==> src/rtl/des_round_engine.sv <==
// DES 16-round iterative core: one Feistel round per clock on the L/R registers.
// Latency: start in cycle 0 -> done pulse with dout valid in cycle 17 (16 round cycles).
// Backpressure: none; start is accepted only in IDLE or DONE and is ignored while busy.

// One DES S-box as a 64-entry nibble table, entry (row*16+col) stored MSB-first.
module des_sbox #(
  parameter logic [255:0] TABLE = 256'h0
) (
  input  logic [5:0] six,
  output logic [3:0] nib
);

  logic [7:0]   shamt;
  logic [255:0] shifted;

  // Row is {b5,b0}, column is b4:1; shift the selected nibble up to the top.
  always_comb begin
    shamt   = {six[5], six[0], six[4:1], 2'b00};
    shifted = TABLE << shamt;
    nib     = shifted[255:252];
  end

endmodule

module des_round_engine (
  input  logic        clk,
  input  logic        rst,
  input  logic        start,
  input  logic [63:0] din,
  input  logic [47:0] subkey,
  output logic [3:0]  round_idx,
  output logic        busy,
  output logic        done,
  output logic [63:0] dout
);

  typedef enum logic [1:0] {
    ST_IDLE = 2'd0,
    ST_RUN  = 2'd1,
    ST_DONE = 2'd2
  } state_t;

  localparam logic [255:0] S1_TBL = {
    64'hE4D12FB83A6C5907, 64'h0F74E2D1A6CB9538,
    64'h41E8D62BFC973A50, 64'hFC8249175B3EA06D};
  localparam logic [255:0] S2_TBL = {
    64'hF18E6B34972DC05A, 64'h3D47F28EC01A69B5,
    64'h0E7BA4D158C6932F, 64'hD8A13F42B67C05E9};
  localparam logic [255:0] S3_TBL = {
    64'hA09E63F51DC7B428, 64'hD709346A285ECBF1,
    64'hD6498F30B12C5AE7, 64'h1AD069874FE3B52C};
  localparam logic [255:0] S4_TBL = {
    64'h7DE3069A1285BC4F, 64'hD8B56F03472C1AE9,
    64'hA690CB7DF13E5284, 64'h3F06A1D8945BC72E};
  localparam logic [255:0] S5_TBL = {
    64'h2C417AB6853FD0E9, 64'hEB2C47D150FA3986,
    64'h421BAD78F9C5630E, 64'hB8C71E2D6F09A453};
  localparam logic [255:0] S6_TBL = {
    64'hC1AF92680D34E75B, 64'hAF427C9561DE0B38,
    64'h9EF528C3704A1DB6, 64'h432C95FABE17608D};
  localparam logic [255:0] S7_TBL = {
    64'h4B2EF08D3C975A61, 64'hD0B7491AE35C2F86,
    64'h14BDC37EAF680592, 64'h6BD814A7950FE23C};
  localparam logic [255:0] S8_TBL = {
    64'hD2846FB1A93E50C7, 64'h1FD8A374C56B0E92,
    64'h7B419CE206ADF358, 64'h21E74A8DFC90356B};

  state_t      state_q, state_d;
  logic [31:0] l_q, l_d;
  logic [31:0] r_q, r_d;
  logic [3:0]  round_q, round_d;
  logic [63:0] dout_q, dout_d;

  logic [47:0] r_exp;
  logic [47:0] key_mix;
  logic [31:0] s_out;
  logic [31:0] f_out;
  logic [31:0] r_next;

  // E-expansion of R, mixed with the externally supplied round subkey.
  always_comb begin
    r_exp = {r_q[0],    r_q[31:27],
             r_q[28:23], r_q[24:19],
             r_q[20:15], r_q[16:11],
             r_q[12:7],  r_q[8:3],
             r_q[4:0],   r_q[31]};
    key_mix = r_exp ^ subkey;
  end

  des_sbox #(.TABLE(S1_TBL)) sbox1 (.six(key_mix[47:42]), .nib(s_out[31:28]));
  des_sbox #(.TABLE(S2_TBL)) sbox2 (.six(key_mix[41:36]), .nib(s_out[27:24]));
  des_sbox #(.TABLE(S3_TBL)) sbox3 (.six(key_mix[35:30]), .nib(s_out[23:20]));
  des_sbox #(.TABLE(S4_TBL)) sbox4 (.six(key_mix[29:24]), .nib(s_out[19:16]));
  des_sbox #(.TABLE(S5_TBL)) sbox5 (.six(key_mix[23:18]), .nib(s_out[15:12]));
  des_sbox #(.TABLE(S6_TBL)) sbox6 (.six(key_mix[17:12]), .nib(s_out[11:8]));
  des_sbox #(.TABLE(S7_TBL)) sbox7 (.six(key_mix[11:6]),  .nib(s_out[7:4]));
  des_sbox #(.TABLE(S8_TBL)) sbox8 (.six(key_mix[5:0]),   .nib(s_out[3:0]));

  // P permutation of the S-box output, then the Feistel XOR into the new R.
  always_comb begin
    f_out = {s_out[16], s_out[25], s_out[12], s_out[11],
             s_out[3],  s_out[20], s_out[4],  s_out[15],
             s_out[31], s_out[17], s_out[9],  s_out[6],
             s_out[27], s_out[14], s_out[1],  s_out[22],
             s_out[30], s_out[24], s_out[8],  s_out[18],
             s_out[0],  s_out[5],  s_out[29], s_out[23],
             s_out[13], s_out[19], s_out[2],  s_out[26],
             s_out[10], s_out[21], s_out[28], s_out[7]};
    r_next = l_q ^ f_out;
  end

  // Control FSM and datapath next-state; every register holds unless updated.
  always_comb begin
    state_d = state_q;
    l_d     = l_q;
    r_d     = r_q;
    round_d = round_q;
    dout_d  = dout_q;
    unique case (state_q)
      ST_IDLE, ST_DONE: begin
        if (start) begin
          state_d = ST_RUN;
          l_d     = din[63:32];
          r_d     = din[31:0];
          round_d = 4'd0;
        end else begin
          state_d = ST_IDLE;
        end
      end
      ST_RUN: begin
        l_d     = r_q;
        r_d     = r_next;
        round_d = round_q + 4'd1;
        if (round_q == 4'd15) begin
          state_d = ST_DONE;
          // Swap undone here: output is {R16, L16}.
          dout_d  = {r_next, r_q};
        end
      end
      default: state_d = ST_IDLE;
    endcase
  end

  // State registers with synchronous reset taking priority over start.
  always_ff @(posedge clk) begin
    if (rst) begin
      state_q <= ST_IDLE;
      l_q     <= 32'd0;
      r_q     <= 32'd0;
      round_q <= 4'd0;
      dout_q  <= 64'd0;
    end else begin
      state_q <= state_d;
      l_q     <= l_d;
      r_q     <= r_d;
      round_q <= round_d;
      dout_q  <= dout_d;
    end
  end

  // Status outputs decode directly from the registered state.
  always_comb begin
    busy      = (state_q == ST_RUN);
    done      = (state_q == ST_DONE);
    round_idx = round_q;
    dout      = dout_q;
  end

endmodule

==> config.mk <==
export PLATFORM = sky130hd
export DESIGN_NAME = des_round_engine
export DESIGN_NICKNAME = d
export VERILOG_FILES = /design/src/rtl/des_round_engine.sv
export SDC_FILE = /design/constraint.sdc
export NUM_CORES = 1
export LEC_CHECK = 0
export ABC_AREA = 1
export ABC_CLOCK_PERIOD_IN_PS = 3000
export CAP_MARGIN = 20
export CELL_PAD_IN_SITES_DETAIL_PLACEMENT = 0
export CELL_PAD_IN_SITES_GLOBAL_PLACEMENT = 1
export CORE_UTILIZATION = 37
export DETAILED_ROUTE_END_ITERATION = 12
export PLACE_DENSITY_LB_ADDON = 0.08
export SYNTH_ARGS = -nofsm -noshare
export SYNTH_HDL_FRONTEND = slang
export SYNTH_SLANG_ARGS = --single-unit
export TNS_END_PERCENT = 30
==> constraint.sdc <==
create_clock -name clk -period 3 [get_ports clk]
set_clock_uncertainty 0.2 [all_clocks]
set_input_delay 0.6 -clock clk [delete_from_list [all_inputs] [get_ports clk]]
set_output_delay 0.6 -clock clk [all_outputs]
set_load 0.05 [all_outputs]
* After elaboration in Yosys (flattened, before gate mapping)
Cells that the tools add are included.
** Operators by class
- Equal/unequal tests :: 5
- Bitwise operators :: 2
- Shift operators :: 8
- Reductions and logical operators :: 5
- $add $sub $neg :: 1
- Multiplexer cells :: 9
** Operator list (number)
- left shift 256 x 8 -> 256 bit, first input constant :: 5
- left shift 255 x 8 -> 256 bit, first input constant :: 2
- left shift 254 x 8 -> 256 bit, first input constant :: 1
- one-hot mux 32 bit (2 select lines) :: 2
- two-way mux 32 bit :: 2
- XOR 48 bit :: 1
- XOR 32 bit :: 1
- one-hot mux 4 bit (2 select lines) :: 1
- adder 4 x 1 -> 4 bit, second input constant :: 1
- == test 4 bit, second input constant :: 1
- two-way mux 4 bit :: 1
- one-hot mux 2 bit (2 select lines) :: 1
- AND reduction 2 bit :: 2
- == test 2 x 1 -> 1 bit, second input constant :: 1
- == test 2 bit, second input constant :: 1
- logical NOT 2 bit :: 1
- two-way mux 2 bit :: 1
- inequality test 2 x 1 -> 1 bit, second input constant :: 1
- inequality test 2 bit, second input constant :: 1
- nonzero test 2 bit :: 1
- OR reduction 2 bit :: 1
- two-way mux 1 bit :: 1
** Word-level totals
- Bits of input ports :: 115
- Output and inout port bits :: 70
- Logic and storage cells :: 35
- Register bits :: 134

* Logic depth before layout (Yosys ltp)
- Depth after elaboration :: 4
- Gate-level depth with buffers :: 19
- Depth with buffers taken out :: 19

* Modules after synthesis
Synthesis repeated with hierarchy kept, for this count alone.
** Unflattened totals
- Cells, all modules :: 1975
- Area total of the unflattened synthesis :: 11328.4 µm²
** Modules (own cells, without submodules)
- des_round_engine :: seq. area each 2682.6 µm², cells an instance 1034, area an instance 6605.1 µm², times used 1
- des_sbox at sbox2 :: seq. area each 0.0 µm², cells an instance 128, area an instance 653.1 µm², times used 1
- des_sbox at sbox1 :: seq. area each 0.0 µm², cells an instance 121, area an instance 619.3 µm², times used 1
- des_sbox at sbox6 :: seq. area each 0.0 µm², cells an instance 117, area an instance 613.1 µm², times used 1
- des_sbox at sbox3 :: seq. area each 0.0 µm², cells an instance 120, area an instance 594.3 µm², times used 1
- des_sbox at sbox5 :: seq. area each 0.0 µm², cells an instance 120, area an instance 591.8 µm², times used 1
- des_sbox at sbox8 :: seq. area each 0.0 µm², cells an instance 116, area an instance 570.5 µm², times used 1
- des_sbox at sbox7 :: seq. area each 0.0 µm², cells an instance 114, area an instance 558.0 µm², times used 1
- des_sbox at sbox4 :: seq. area each 0.0 µm², cells an instance 105, area an instance 523.0 µm², times used 1

* Worst setup path after synthesis
Ideal clock, no wire load.
- Path kind :: in2reg
- Start :: input subkey[19]
- End :: register dout_q[39], in the netlist dout[39]
- Data required time :: 2.691 ns
- Cell stages on the path :: 14
- Path buffers :: 0
- Arrival time :: 2.029 ns
- Setup time :: 0.109 ns
- Slack :: 0.662 ns
- Cell sequence :: xor2_1 > ha_1 > inv_1 > nand2_1 > nand2_1 > nand2_1 > nand3_1 > nand3_1 > nand2_1 > nand2_1 > nand2_1 > nand2_1 > nand2_1 > inv_1
** On the way
- Cells in the longest elaborated chain, start to end :: 3
** RTL lines
- start: declaration :: line 30 : input logic [47:0] subkey,
- XOR 48 bit :: line 87 : key_mix = r_exp ^ subkey;
- left shift 254 x 8 -> 256 bit :: line 19 : shifted = TABLE << shamt;
- XOR 32 bit :: line 109 : r_next = l_q ^ f_out;
- end signal: assignment :: line 157 : dout_q <= dout_d;
- end: declaration :: line 72 : logic [63:0] dout_q, dout_d;
No other way between the ends.
A chain may end at the register's enable or synchronous reset.

* Final worst setup path
- Start :: register state_q[1]
- End :: output done
** On the way
- Cells in the longest elaborated chain, start to end :: 1
** RTL lines
- start: declaration :: line 68 : state_t state_q, state_d;
- start signal: assignment :: line 153 : state_q <= state_d;
- == test 2 bit :: line 164 : done = (state_q == ST_DONE);
- end: declaration :: line 33 : output logic done,
No other way between the ends.

==> results_dict.tcl <==
set metrics [dict create \
    critPathCaptureType "output pin" \
    clkSlewWorstSetupHoldPaths_ns 0.06 \
    multi_input_area_um2 7170 \
    viasPerCell 5.13 \
    fin_area_um2 14100 \
    grt_first_pass_wirelength_um 65100 \
    fin_crit_sh_pct 92.0 \
    synth_cell_types 36 \
    hold_violations 0 \
    area_delta_synth_final_pct 28.5 \
    num_io_pins 185 \
    worst_slew_pin_slew_ns 0.787 \
    grt_start_max_net_pins 51 \
    final_nets 2224 \
    coreArea_um2 28900 \
    placed_area_um2 13500 \
    gp_congestion 0.911 \
    drc 0 \
    syn_avg_cell_area_um2 5.96 \
    synth_area_um2 11000 \
    post_cts_buffers 0 \
    path_buf_inv 2 \
    cp_slowest_stage_delay_ns 0.87 \
    grt_pass1_vias 11700 \
    cts_made_buffers 17 \
    critical-path-top-delay-family "buffers and inverters" \
    critical_path_class "reg -> out" \
    setup_viol 0 \
    die_y_um 174 \
    synth-edff-count 0 \
    routedWlPerCell_um 17.0 \
    cts_tree "done" \
    timing.fmax_mhz 362 \
    slew_viol_final 0 \
    cts_hold_buf 0 \
    htree_levels 4 \
    grt_antenna_before_repair 2 \
    ff_latch_area_um2 2680 \
    first_iter_violations 849 \
    start_util_pct 38.0 \
    ir_worst_vdd_mv 0.247 \
    groute.usage.overall_pct 27.4 \
    synth-main-ff-cell "dfxtp_1" \
    diodes 0 \
    die_area_um2 30400 \
    slowest_stage "clkdlybuf4s50_1" \
    crit_fanout 2 \
    clkLatencyLatePin_ns 0.43 \
    yosys.cell_count.top_type "nand2_1" \
    synth_commonest_cells "666 x nand2_1, 346 x nand3_1, 196 x inv_1" \
    cts-root-buf "clkbuf_16" \
    routed_wl_um 41400 \
    dp_hpwl_um 31600 \
    cp-start-kind "register" \
    utilization_pct 48.8 \
    power_density_nw_per_um2 529 \
    relSlewSlack_pct 47.3 \
    power.leakage_nw 6.77 \
    synth_top_cell_by_area "dfxtp_1" \
    io_buffers 184 \
    syn-num-nets 2022 \
    core.rowCount 62 \
    cp_data_arrival_time_ns 1.96 \
    maxCapViolCount 0 \
    synthDominantCellAreaShare_pct 24.4 \
    ys_ff_latch 134 \
    yosys-top-cells-area "dfxtp_1 24%, nand2_1 23%, nand3_1 16%" \
    cts_sinks 134 \
    fillers 3041 \
    drive_above_1_share_pct 7.05 \
    die_w_um 174 \
    hold_class "reg -> reg" \
    synthArstFlopShare_pct 0 \
    clk_path_buf_depth 2 \
    yosysWarnings 0 \
    rsz0062_at_grt "no" \
    drt-pass1-iter-count 6 \
    worstPathRequired_ns 2.20 \
    run_status "finished clean" \
    route.vias.total 12500 \
    crit_chain "inv_1 > nor2_1 > clkdlybuf4s50_1" \
    postRouteAntennaNets 0 \
    period_minus_slack_ns 2.76 \
    overflow 0 \
    cts.repair.resized 0 \
    syn_inst 1844 \
    tns_ns 0 \
    seq_area_frac_synth_pct 24.4 \
]
==> path summary, 6_finish.rpt <==
check             startpoint        to  slack (ns)  cells after the start
setup / recovery  state_q[1]      done        0.24                      3
hold / removal      dout[42]  dout[42]        0.27                      2
hold reg to reg     dout[42]  dout[42]        0.27                      2
setup reg to reg     r_q[13]   r_q[18]        0.49                     13
==> tightest hold or removal path: stages, from the launching register on <==
cell,delay (ns)
dfxtp_1,0.31
nand3_1,0.07
nand2_1,0.05
==> cells by family after synthesis <==
logic type	count (synthesis)	share of synthesized area [%]
compound gates	176	9.10
buf+inv	282	10.4
xor+xnor	45	4.89
flops	134	24.4
simple gates	1144	44.1
fa+ha+maj	63	7.17
==> per-layer routing <==
layer	GRT usage [%]	vias up	wire length, µm
met4	5.34	4	485
met5	0	-	31
met2	47.1	331	20000
li1	-	6324	-
met1	36.0	5830	18900
met3	4.24	31	1970
==> layout make-up <==
| class | count | area share [%] |
|---|---|---|
| multi-input cells | 1428 | 50.8 |
| flip-flops and latches | 134 | 19.0 |
| repair buffers | 257 | 17.2 |
| inverters | 208 | 5.53 |
| well taps | 384 | 3.40 |
| clock buffers | 23 | 3.39 |
| clock inverters | 8 | 0.700 |
==> sequential cells by signal, summed over array words and instances, names as in the netlist <==
| name | count |
|---|---|
| dout | 64 |
| l_q | 32 |
| r_q | 32 |
| round_idx | 4 |
| state_q | 2 |
==> metrics by stage <==
| step | power, W | setup slack [ns] | std cells | hold WS [ns] |
|---|---|---|---|---|
| 2_1_floorplan | 0.00430 | 0.662 | 1844 | 0.263 |
| 6_report | 0.00747 | 0.241 | 2442 | 0.268 |
| 3_3_place_gp | 0.00538 | -0.0181 | 2411 | 0.261 |
| 4_1_cts | 0.00749 | 0.239 | 2442 | 0.271 |
| 5_1_grt | 0.00803 | 0.174 | 2442 | 0.299 |
| 3_5_place_dp | 0.00537 | -0.0293 | 2411 | 0.263 |
==> placed cells by master (no fill, tap or decap), types with 3 or more instances in the layout <==
master,count
nand2_1,665
a21oi_1,40
xor2_1,9
nand3_1,346
clkbuf_8,3
dfxtp_1,134
clkbuf_16,17
buf_12,3
nand4_1,3
xnor2_1,20
inv_2,11
a31oi_1,10
nand3_2,7
ha_1,63
nand2_2,3
nor2_1,106
nor2_4,3
a221oi_1,23
nand3b_1,10
buf_4,72
inv_1,196
clkdlybuf4s50_1,182
clkinv_2,3
clkbuf_1,3
o21ai_1,10
o21ai_0,86
xor2_2,6
xnor2_2,8
==> power by group <==
group	internal [W]	switching (W)	total, W
Combinational	0.00123	0.00210	0.00334
Sequential	0.00188	0.000147	0.00202
Clock	0.00128	0.000825	0.00211
Note: power is estimated with default switching activity, not from simulation.
